`src/rtl/fp_mul_arbiter.sv`:
```
// rtl/fp_mul_arbiter.sv - round-robin arbiter sharing one fp32 multiplier between requesters
module fp_mul_arbiter #(
  parameter int N_REQ   = 4,
  parameter int ID_W    = 2,
  parameter int MUL_LAT = 1
) (
  input  logic                 clk,
  input  logic                 rst_n,
  input  logic [N_REQ-1:0]     req_valid,
  output logic [N_REQ-1:0]     req_ready,
  input  logic [32*N_REQ-1:0]  req_op1,
  input  logic [32*N_REQ-1:0]  req_op2,
  output logic [31:0]          mul_op1,
  output logic [31:0]          mul_op2,
  input  logic [31:0]          mul_result,
  output logic                 rsp_valid,
  output logic [ID_W-1:0]      rsp_id,
  output logic [31:0]          rsp_result,
  input  logic                 rsp_ready,
  output logic                 busy
);

  localparam int CNT_W = (MUL_LAT < 2) ? 1 : $clog2(MUL_LAT + 1);
  localparam logic [CNT_W-1:0] LAT_INIT = CNT_W'(MUL_LAT);
  localparam logic [CNT_W-1:0] CNT_ONE  = CNT_W'(1);

  typedef enum logic [1:0] {
    S_IDLE = 2'd0,
    S_WAIT = 2'd1,
    S_RESP = 2'd2
  } state_t;

  state_t           r_state;
  state_t           w_state_nxt;
  logic [ID_W-1:0]  r_last_grant;
  logic [CNT_W-1:0] r_cnt;
  logic [31:0]      r_mul_op1;
  logic [31:0]      r_mul_op2;
  logic             r_rsp_valid;
  logic [ID_W-1:0]  r_rsp_id;
  logic [31:0]      r_rsp_result;

  logic [ID_W-1:0]  w_grant_id;
  logic             w_grant_found;
  logic [N_REQ-1:0] w_grant_onehot;
  logic             w_accept;
  logic             w_done;
  logic             w_release;

  // Round-robin search: first valid requester after the last one granted, wrapping
  always_comb begin
    w_grant_found = 1'b0;
    w_grant_id    = '0;
    for (int k = 1; k <= N_REQ; k++) begin
      if (!w_grant_found && req_valid[(int'(r_last_grant) + k) % N_REQ]) begin
        w_grant_found = 1'b1;
        w_grant_id    = ID_W'((int'(r_last_grant) + k) % N_REQ);
      end
    end
  end

  // Grant is offered only while idle and out of reset
  always_comb begin
    w_grant_onehot = '0;
    if (rst_n && (r_state == S_IDLE) && w_grant_found) begin
      w_grant_onehot[w_grant_id] = 1'b1;
    end
  end

  assign w_accept  = (r_state == S_IDLE) && w_grant_found;
  assign w_done    = (r_state == S_WAIT) && (r_cnt == CNT_ONE);
  assign w_release = (r_state == S_RESP) && rsp_ready;

  // State register
  always_ff @(posedge clk or negedge rst_n) begin
    if (!rst_n) begin
      r_state <= S_IDLE;
    end else begin
      r_state <= w_state_nxt;
    end
  end

  // Next-state logic
  always_comb begin
    w_state_nxt = r_state;
    case (r_state)
      S_IDLE:  if (w_accept)  w_state_nxt = S_WAIT;
      S_WAIT:  if (w_done)    w_state_nxt = S_RESP;
      S_RESP:  if (w_release) w_state_nxt = S_IDLE;
      default: w_state_nxt = S_IDLE;
    endcase
  end

  // Operand capture on accept; operands stay put until the next accept
  always_ff @(posedge clk or negedge rst_n) begin
    if (!rst_n) begin
      r_mul_op1    <= '0;
      r_mul_op2    <= '0;
      r_last_grant <= ID_W'(N_REQ - 1);
    end else if (w_accept) begin
      r_mul_op1    <= req_op1[32*w_grant_id +: 32];
      r_mul_op2    <= req_op2[32*w_grant_id +: 32];
      r_last_grant <= w_grant_id;
    end
  end

  // Latency counter: loaded on accept, result sampled when it reaches one
  always_ff @(posedge clk or negedge rst_n) begin
    if (!rst_n) begin
      r_cnt <= '0;
    end else if (w_accept) begin
      r_cnt <= LAT_INIT;
    end else if ((r_state == S_WAIT) && !w_done) begin
      r_cnt <= r_cnt - CNT_ONE;
    end
  end

  // Response channel: id tagged at accept, result captured at end of wait
  always_ff @(posedge clk or negedge rst_n) begin
    if (!rst_n) begin
      r_rsp_valid  <= 1'b0;
      r_rsp_id     <= '0;
      r_rsp_result <= '0;
    end else begin
      if (w_accept) begin
        r_rsp_id <= w_grant_id;
      end
      if (w_done) begin
        r_rsp_result <= mul_result;
        r_rsp_valid  <= 1'b1;
      end else if (w_release) begin
        r_rsp_valid  <= 1'b0;
      end
    end
  end

  assign req_ready  = w_grant_onehot;
  assign mul_op1    = r_mul_op1;
  assign mul_op2    = r_mul_op2;
  assign rsp_valid  = r_rsp_valid;
  assign rsp_id     = r_rsp_id;
  assign rsp_result = r_rsp_result;
  assign busy       = (r_state != S_IDLE);

endmodule

```
`config.mk`:
```
export PLATFORM = sky130hd
export DESIGN_NAME = fp_mul_arbiter
export DESIGN_NICKNAME = d
export VERILOG_FILES = /design/src/rtl/fp_mul_arbiter.sv
export SDC_FILE = /design/constraint.sdc
export NUM_CORES = 1
export LEC_CHECK = 0
export BUFFER_PORTS_ARGS = -buffer_cell sky130_fd_sc_hd__buf_2
export CAP_MARGIN = 20
export CORE_AREA = 2 2 154 156
export CTS_BUF_LIST = sky130_fd_sc_hd__clkbuf_4
export DETAILED_ROUTE_END_ITERATION = 8
export DIE_AREA = 0 0 156 158
export GPL_ROUTABILITY_DRIVEN = 0
export HOLD_SLACK_MARGIN = 0.1
export PLACE_DENSITY_LB_ADDON = 0.2
export SLEW_MARGIN = 20
export SYNTH_ARGS = -nofsm -noshare
export SYNTH_HDL_FRONTEND = slang
export SYNTH_SLANG_ARGS = --single-unit
```
`constraint.sdc`:
```
create_clock -name clk -period 2.03 [get_ports clk]
set_input_delay 0.1015 -clock clk [delete_from_list [all_inputs] [get_ports clk]]
set_output_delay 0.1015 -clock clk [all_outputs]
set_load 0.01 [all_outputs]
```
==> results of run 1 <==
-- cell families after synthesis --
group / Yosys count
compound gates: 217
buf+inv: 60
flops: 104
mux: 97
simple gates: 93
-- synth_stat cells --
library cell               count
sky130_fd_sc_hd__o211ai_1      1
sky130_fd_sc_hd__mux2i_1      65
sky130_fd_sc_hd__mux2_2       32
sky130_fd_sc_hd__nor2_1       70
sky130_fd_sc_hd__buf_6         4
sky130_fd_sc_hd__buf_4         7
sky130_fd_sc_hd__and3_1        4
sky130_fd_sc_hd__nand2b_1      3
sky130_fd_sc_hd__a221oi_2      1
sky130_fd_sc_hd__o211a_1       1
sky130_fd_sc_hd__o21ai_1      34
sky130_fd_sc_hd__a31oi_1       1
sky130_fd_sc_hd__o22ai_1      65
sky130_fd_sc_hd__dfstp_2       2
sky130_fd_sc_hd__nand2_1       9
sky130_fd_sc_hd__buf_2        23
sky130_fd_sc_hd__a21oi_1       8
sky130_fd_sc_hd__a221oi_1     64
sky130_fd_sc_hd__nand3b_1      1
sky130_fd_sc_hd__or2_1         1
sky130_fd_sc_hd__a21bo_2       1
sky130_fd_sc_hd__o21bai_1      1
sky130_fd_sc_hd__o21a_1        1
sky130_fd_sc_hd__a22o_1        1
sky130_fd_sc_hd__dfrtp_1     102
sky130_fd_sc_hd__nor3_1        1
sky130_fd_sc_hd__or2_2         1
sky130_fd_sc_hd__o21ai_0      36
sky130_fd_sc_hd__inv_1         4
sky130_fd_sc_hd__nor2b_1       1
sky130_fd_sc_hd__nor2_2        1
sky130_fd_sc_hd__a211oi_1      1
sky130_fd_sc_hd__a221o_1       1
sky130_fd_sc_hd__clkbuf_1     22
sky130_fd_sc_hd__and2_1        1
-- stage by stage --
stage | setup slack [ps] | instance area [sq um] | hold slack (ps) | cells | util
floorplan | 210 | 5760 | -194 | 571 | -
global placement | 103 | 8270 | -12.8 | 1230 | 0.359
detailed placement | 77.0 | 8270 | -11.2 | 1230 | 0.359
==> impl_metrics.prom, run 1 <==
# TYPE chip_impl_metric gauge
chip_impl_info{name="run_status",value="aborted with a tool error"} 1
chip_impl_metric{name="ys_warn_count",unit=""} 0
chip_impl_metric{name="chip_width",unit="um"} 156
chip_impl_metric{name="seq_area_frac_synth",unit=""} 0.452
chip_impl_metric{name="synthMuxAreaShare",unit=""} 0.176
chip_impl_metric{name="ys_ff_latch",unit=""} 104
chip_impl_metric{name="synthesis.instances",unit=""} 571
chip_impl_metric{name="post_synth_xor_area_fraction",unit=""} 0
chip_impl_metric{name="average_footprint_of_a_synthesized_cell",unit="sq um"} 10.1
chip_impl_metric{name="yosys.area_share.adder",unit=""} 0
chip_impl_metric{name="cts.htree.levels",unit=""} 3
chip_impl_metric{name="io_buffer_count",unit=""} 398
chip_impl_metric{name="netlist_area",unit="sq mm"} 0.00576
chip_impl_metric{name="tritoncts.num_buffers",unit=""} 9
chip_impl_info{name="synth_top_family_by_area",value="compound AO/OA/AOI/OAI gates"} 1
chip_impl_info{name="netlist.top_cell.by_area",value="sky130_fd_sc_hd__dfrtp_1"} 1
chip_impl_metric{name="synthSimpleGateAreaFrac",unit=""} 0.0667
chip_impl_metric{name="io_pins",unit=""} 399
chip_impl_info{name="stop_stage",value="clock tree synthesis"} 1
chip_impl_metric{name="clock-sinks",unit=""} 104
chip_impl_metric{name="netlist.area_leader.share",unit=""} 0.443
chip_impl_metric{name="synth_fp_nets",unit=""} 866
chip_impl_metric{name="initial_core_util",unit=""} 0.250
chip_impl_info{name="firstError",value="[ERROR RSZ-0060] Max buffer count reached."} 1
chip_impl_metric{name="post_cts.repair.setup_buffers",unit=""} 14
chip_impl_metric{name="synth_cell_types",unit=""} 35
chip_impl_metric{name="dp.final_hpwl",unit="mm"} 17.4
chip_impl_metric{name="cell_row_count",unit=""} 56
chip_impl_metric{name="post_cts_resize_count",unit=""} 15
chip_impl_metric{name="cts-hold-fix-buffers",unit=""} 253
chip_impl_metric{name="synth_compound_area_frac",unit=""} 0.251
chip_impl_info{name="cts_root_buffer",value="sky130_fd_sc_hd__clkbuf_4"} 1
chip_impl_info{name="top_cells_by_area_in_the_synthesized_netlist",value="sky130_fd_sc_hd__dfrtp_1 44%, sky130_fd_sc_hd__mux2i_1 11%, sky130_fd_sc_hd__a221oi_1 9.7%, sky130_fd_sc_hd__o22ai_1 7.1%, sky130_fd_sc_hd__mux2_2 6.3%"} 1
chip_impl_metric{name="ctsLongestPathBuffers",unit=""} 2
chip_impl_metric{name="die_height",unit="um"} 158
==> run 2: changes to the inputs <==
- CORE_AREA: 2 2 154 156 -> 2 2 156 158
- CTS_BUF_LIST: sky130_fd_sc_hd__clkbuf_4 -> default
- DIE_AREA: 0 0 156 158 -> 0 0 158 160
- HOLD_SLACK_MARGIN: 0.1 -> default
- PLACE_DENSITY_LB_ADDON: 0.2 -> 0.15
==> impl_metrics.prom, run 2 <==
# TYPE chip_impl_metric gauge
chip_impl_info{name="netlist.top_cell.by_area",value="sky130_fd_sc_hd__dfrtp_1"} 1
chip_impl_metric{name="share_of_power_burned_in_the_clock_network",unit=""} 0.137
chip_impl_metric{name="timing.slew.headroom",unit=""} 0.607
chip_impl_metric{name="synth_fp_nets",unit=""} 866
chip_impl_metric{name="number_of_synthesized_flops_with_an_enable_pin",unit=""} 0
chip_impl_metric{name="final_core_util",unit=""} 0.379
chip_impl_info{name="synth_most_common_cell",value="sky130_fd_sc_hd__dfrtp_1"} 1
chip_impl_metric{name="pwr-share-comb",unit=""} 0.574
chip_impl_info{name="clock_tree_from_tritoncts",value="yes"} 1
chip_impl_metric{name="place_worst_setup_slack",unit="ps"} 60.5
chip_impl_metric{name="fp.dieArea",unit="sq mm"} 0.0253
chip_impl_metric{name="ys_ff_latch",unit=""} 104
chip_impl_metric{name="initial_core_util",unit=""} 0.242
chip_impl_metric{name="numPlacedInstances",unit=""} 1266
chip_impl_metric{name="io_pins",unit=""} 399
chip_impl_metric{name="drt_pass1_iterations",unit=""} 6
chip_impl_metric{name="tns",unit="ps"} 0
chip_impl_metric{name="antenna_violations_before_repair",unit=""} 5
chip_impl_metric{name="drc_violations_left",unit=""} 0
chip_impl_metric{name="area_of_placed_instances",unit="sq mm"} 0.00829
chip_impl_metric{name="design_area",unit="sq mm"} 0.00902
chip_impl_metric{name="dr.first_iter.drc_count",unit=""} 368
chip_impl_metric{name="final_max_slew_viol_count",unit=""} 0
chip_impl_metric{name="max_cap_violations",unit=""} 0
chip_impl_metric{name="setup_violations",unit=""} 0
chip_impl_metric{name="clock-skew-final",unit="ps"} 8.41
chip_impl_info{name="run_status",value="finished, final reports clean"} 1
chip_impl_metric{name="die_height",unit="um"} 160
chip_impl_metric{name="global_route_wire_length_before_repair",unit="mm"} 35.2
chip_impl_info{name="synth_top_cells_by_count",value="102 x sky130_fd_sc_hd__dfrtp_1, 70 x sky130_fd_sc_hd__nor2_1, 65 x sky130_fd_sc_hd__mux2i_1, 65 x sky130_fd_sc_hd__o22ai_1, 64 x sky130_fd_sc_hd__a221oi_1"} 1
chip_impl_info{name="most-common-layout-cells",value="397 x sky130_fd_sc_hd__buf_2, 102 x sky130_fd_sc_hd__dfrtp_1, 68 x sky130_fd_sc_hd__nor2_1"} 1
chip_impl_metric{name="track_usage",unit=""} 0.183
chip_impl_metric{name="netlist_area",unit="sq mm"} 0.00576
chip_impl_metric{name="instances_no_fill",unit=""} 1325
chip_impl_metric{name="worstPathRequired",unit="ps"} 1930
chip_impl_metric{name="max-vdd-ir-drop",unit="mV"} 0.541
chip_impl_info{name="cp-start-kind",value="flop"} 1
chip_impl_metric{name="tritoncts.num_buffers",unit=""} 9
chip_impl_metric{name="drt_total_wl",unit="mm"} 24.2
chip_impl_metric{name="final_net_count",unit=""} 1286
chip_impl_metric{name="fin_hold_ws",unit="ps"} 26.2
chip_impl_metric{name="final.period_utilization",unit=""} 0.970
chip_impl_metric{name="io_buffer_count",unit=""} 398
chip_impl_metric{name="cell_row_count",unit=""} 57
chip_impl_metric{name="timing_worst_slew_pin_value",unit="ps"} 590
chip_impl_metric{name="cellPowerDensity",unit="mW/mm^2"} 1470
chip_impl_metric{name="clkLatencyLatePin",unit="ps"} 360
chip_impl_metric{name="globalRoute.totalOverflow",unit=""} 0
chip_impl_metric{name="power",unit="mW"} 13.3
chip_impl_info{name="yosys_most_used_dff",value="sky130_fd_sc_hd__dfrtp_1"} 1
chip_impl_metric{name="clock-sinks",unit=""} 104
chip_impl_info{name="cts_root_buffer",value="sky130_fd_sc_hd__clkbuf_16"} 1
chip_impl_info{name="min_path_type",value="input port to flop"} 1
chip_impl_info{name="top_cells_by_area_in_the_synthesized_netlist",value="sky130_fd_sc_hd__dfrtp_1 44%, sky130_fd_sc_hd__mux2i_1 11%, sky130_fd_sc_hd__a221oi_1 9.7%, sky130_fd_sc_hd__o22ai_1 7.1%, sky130_fd_sc_hd__mux2_2 6.3%"} 1
chip_impl_metric{name="fillerInstances",unit=""} 2525
chip_impl_info{name="final_common_cell",value="sky130_fd_sc_hd__buf_2"} 1
chip_impl_metric{name="post_drt_via_cell_ratio",unit=""} 4.77
chip_impl_metric{name="clkSlewWorstSetupHoldPaths",unit="ps"} 90
chip_impl_metric{name="p_int",unit="mW"} 7.51
chip_impl_metric{name="first_global_vias",unit=""} 6157
chip_impl_metric{name="dp.final_hpwl",unit="mm"} 17.8
chip_impl_metric{name="drive_gt1_frac",unit=""} 0.498
chip_impl_metric{name="worst_slack",unit="ps"} 61.0
chip_impl_metric{name="layout-area-overhead-vs-synth",unit="%"} 56.6
chip_impl_info{name="criticalPathCategory",value="flop to output pin"} 1
chip_impl_metric{name="synth_cell_types",unit=""} 35
chip_impl_metric{name="worst_ep_arrival_time",unit="ps"} 1870
chip_impl_metric{name="async_reset_ff_frac",unit=""} 1.00
chip_impl_metric{name="pwr-share-seq",unit=""} 0.288
chip_impl_metric{name="detailroute.via_count",unit=""} 6325
chip_impl_metric{name="largest_driver_fanout_on_the_critical_path",unit=""} 18
chip_impl_metric{name="layout_min_cycle_time",unit="ps"} 1970
chip_impl_metric{name="ctsLongestPathBuffers",unit=""} 2
chip_impl_metric{name="seq_area_frac_synth",unit=""} 0.452
chip_impl_metric{name="ys_warn_count",unit=""} 0
chip_impl_metric{name="post_drt_antenna_nets",unit=""} 0
chip_impl_metric{name="netlist.area_leader.share",unit=""} 0.443
chip_impl_metric{name="cts.htree.levels",unit=""} 3
chip_impl_metric{name="reported_leakage_power",unit="nW"} 4.29
chip_impl_metric{name="final_hold_violation_count",unit=""} 0
chip_impl_metric{name="power_switching_share",unit=""} 0.433
chip_impl_metric{name="average_footprint_of_a_synthesized_cell",unit="sq um"} 10.1
chip_impl_metric{name="power_switching",unit="mW"} 5.75
chip_impl_metric{name="chip_width",unit="um"} 158
chip_impl_metric{name="fmaxAchievable",unit="GHz"} 0.508
chip_impl_metric{name="grt_start_max_net_pins",unit=""} 77
chip_impl_metric{name="avgRoutedWirePerCell",unit="um"} 18.3
chip_impl_metric{name="core-area",unit="sq mm"} 0.0238
chip_impl_info{name="timing.critical_path.to_type",value="output pin"} 1
chip_impl_metric{name="synthesis.instances",unit=""} 571
run 2: cell counts after synthesis:
No cell type changed its count.
run 2: worst max-delay path: stages (launching register included):
cell	delay (ps)
sky130_fd_sc_hd__dfstp_2	610
sky130_fd_sc_hd__buf_4	140
sky130_fd_sc_hd__a21oi_1	40
sky130_fd_sc_hd__o21a_1	210
sky130_fd_sc_hd__buf_12	160
sky130_fd_sc_hd__and3_1	190
sky130_fd_sc_hd__buf_2	130
run 2: area by class of cell:
| type | instances | area (sq um) | share of cell area |
|---|---|---|---|
| clock inverter | 7 | 72.6 | 0.00805 |
| multi-input combinational | 407 | 2910 | 0.323 |
| antenna | 5 | 12.5 | 0.00139 |
| inverter | 4 | 15.0 | 0.00166 |
| timing repair buffer | 465 | 2770 | 0.308 |
| clock buffer | 9 | 225 | 0.0250 |
| tap | 324 | 405 | 0.0450 |
| sequential | 104 | 2610 | 0.289 |
run 2: cell families (layout without fill, tap and decap cells):
group	Yosys count	after routing	share of synthesized area
AO/OA/AOI/OAI	217	217	0.251
buffers and inverters	60	485	0.0539
other	0	5	0
AND/OR/NAND/NOR	93	93	0.0667
flip-flops	104	104	0.452
multiplexers	97	97	0.176
run 2: path summary, 6_finish.rpt:
kind	startpoint	end	slack, ps	cells after the start
hold reg to reg	rsp_id[1]	rsp_id[1]	490	2
max in group asynchronous	rst_n	mul_op1[1]	950	3
min in group asynchronous	rst_n	mul_op1[22]	210	2
hold / removal	req_op1[100]	mul_op1[4]	30	3
setup / recovery	r_last_grant[0]	req_ready[3]	60	6
setup reg to reg	r_last_grant[1]	mul_op2[2]	130	7
run 2: what timing repair did:
item | 4_1_cts | 5_1_grt
setup buffers | 2 | 2
hold endpoints to repair | 62 | 0
resized for setup | 0 | 10
gates cloned | 0 | 0
endpoints found under the setup margin | 1 | 13
hold buffers | 34 | 0
pin swaps | 1 | 1
run 2: per-layer routing:
metal / global-route usage / up-vias / routed length [um]
met5: 0 / - / 0
met3: 0.0396 / 19 / 1740
met2: 0.321 / 252 / 12000
li1: - / 3052 / -
met4: 0.0528 / 0 / 384
met1: 0.225 / 3002 / 10100
run 2: power by group through the flow:
stage | clock network [mW] | registers [mW] | logic, mW
5_1_grt | 1.97 | 3.97 | 8.36
2_1_floorplan | 0 | 4.23 | 4.15
3_5_place_dp | 0 | 3.85 | 7.55
3_3_place_gp | 0 | 3.83 | 7.52
4_1_cts | 1.89 | 3.82 | 7.65
6_report | 1.82 | 3.82 | 7.62
(Power assumes the default switching activity.)
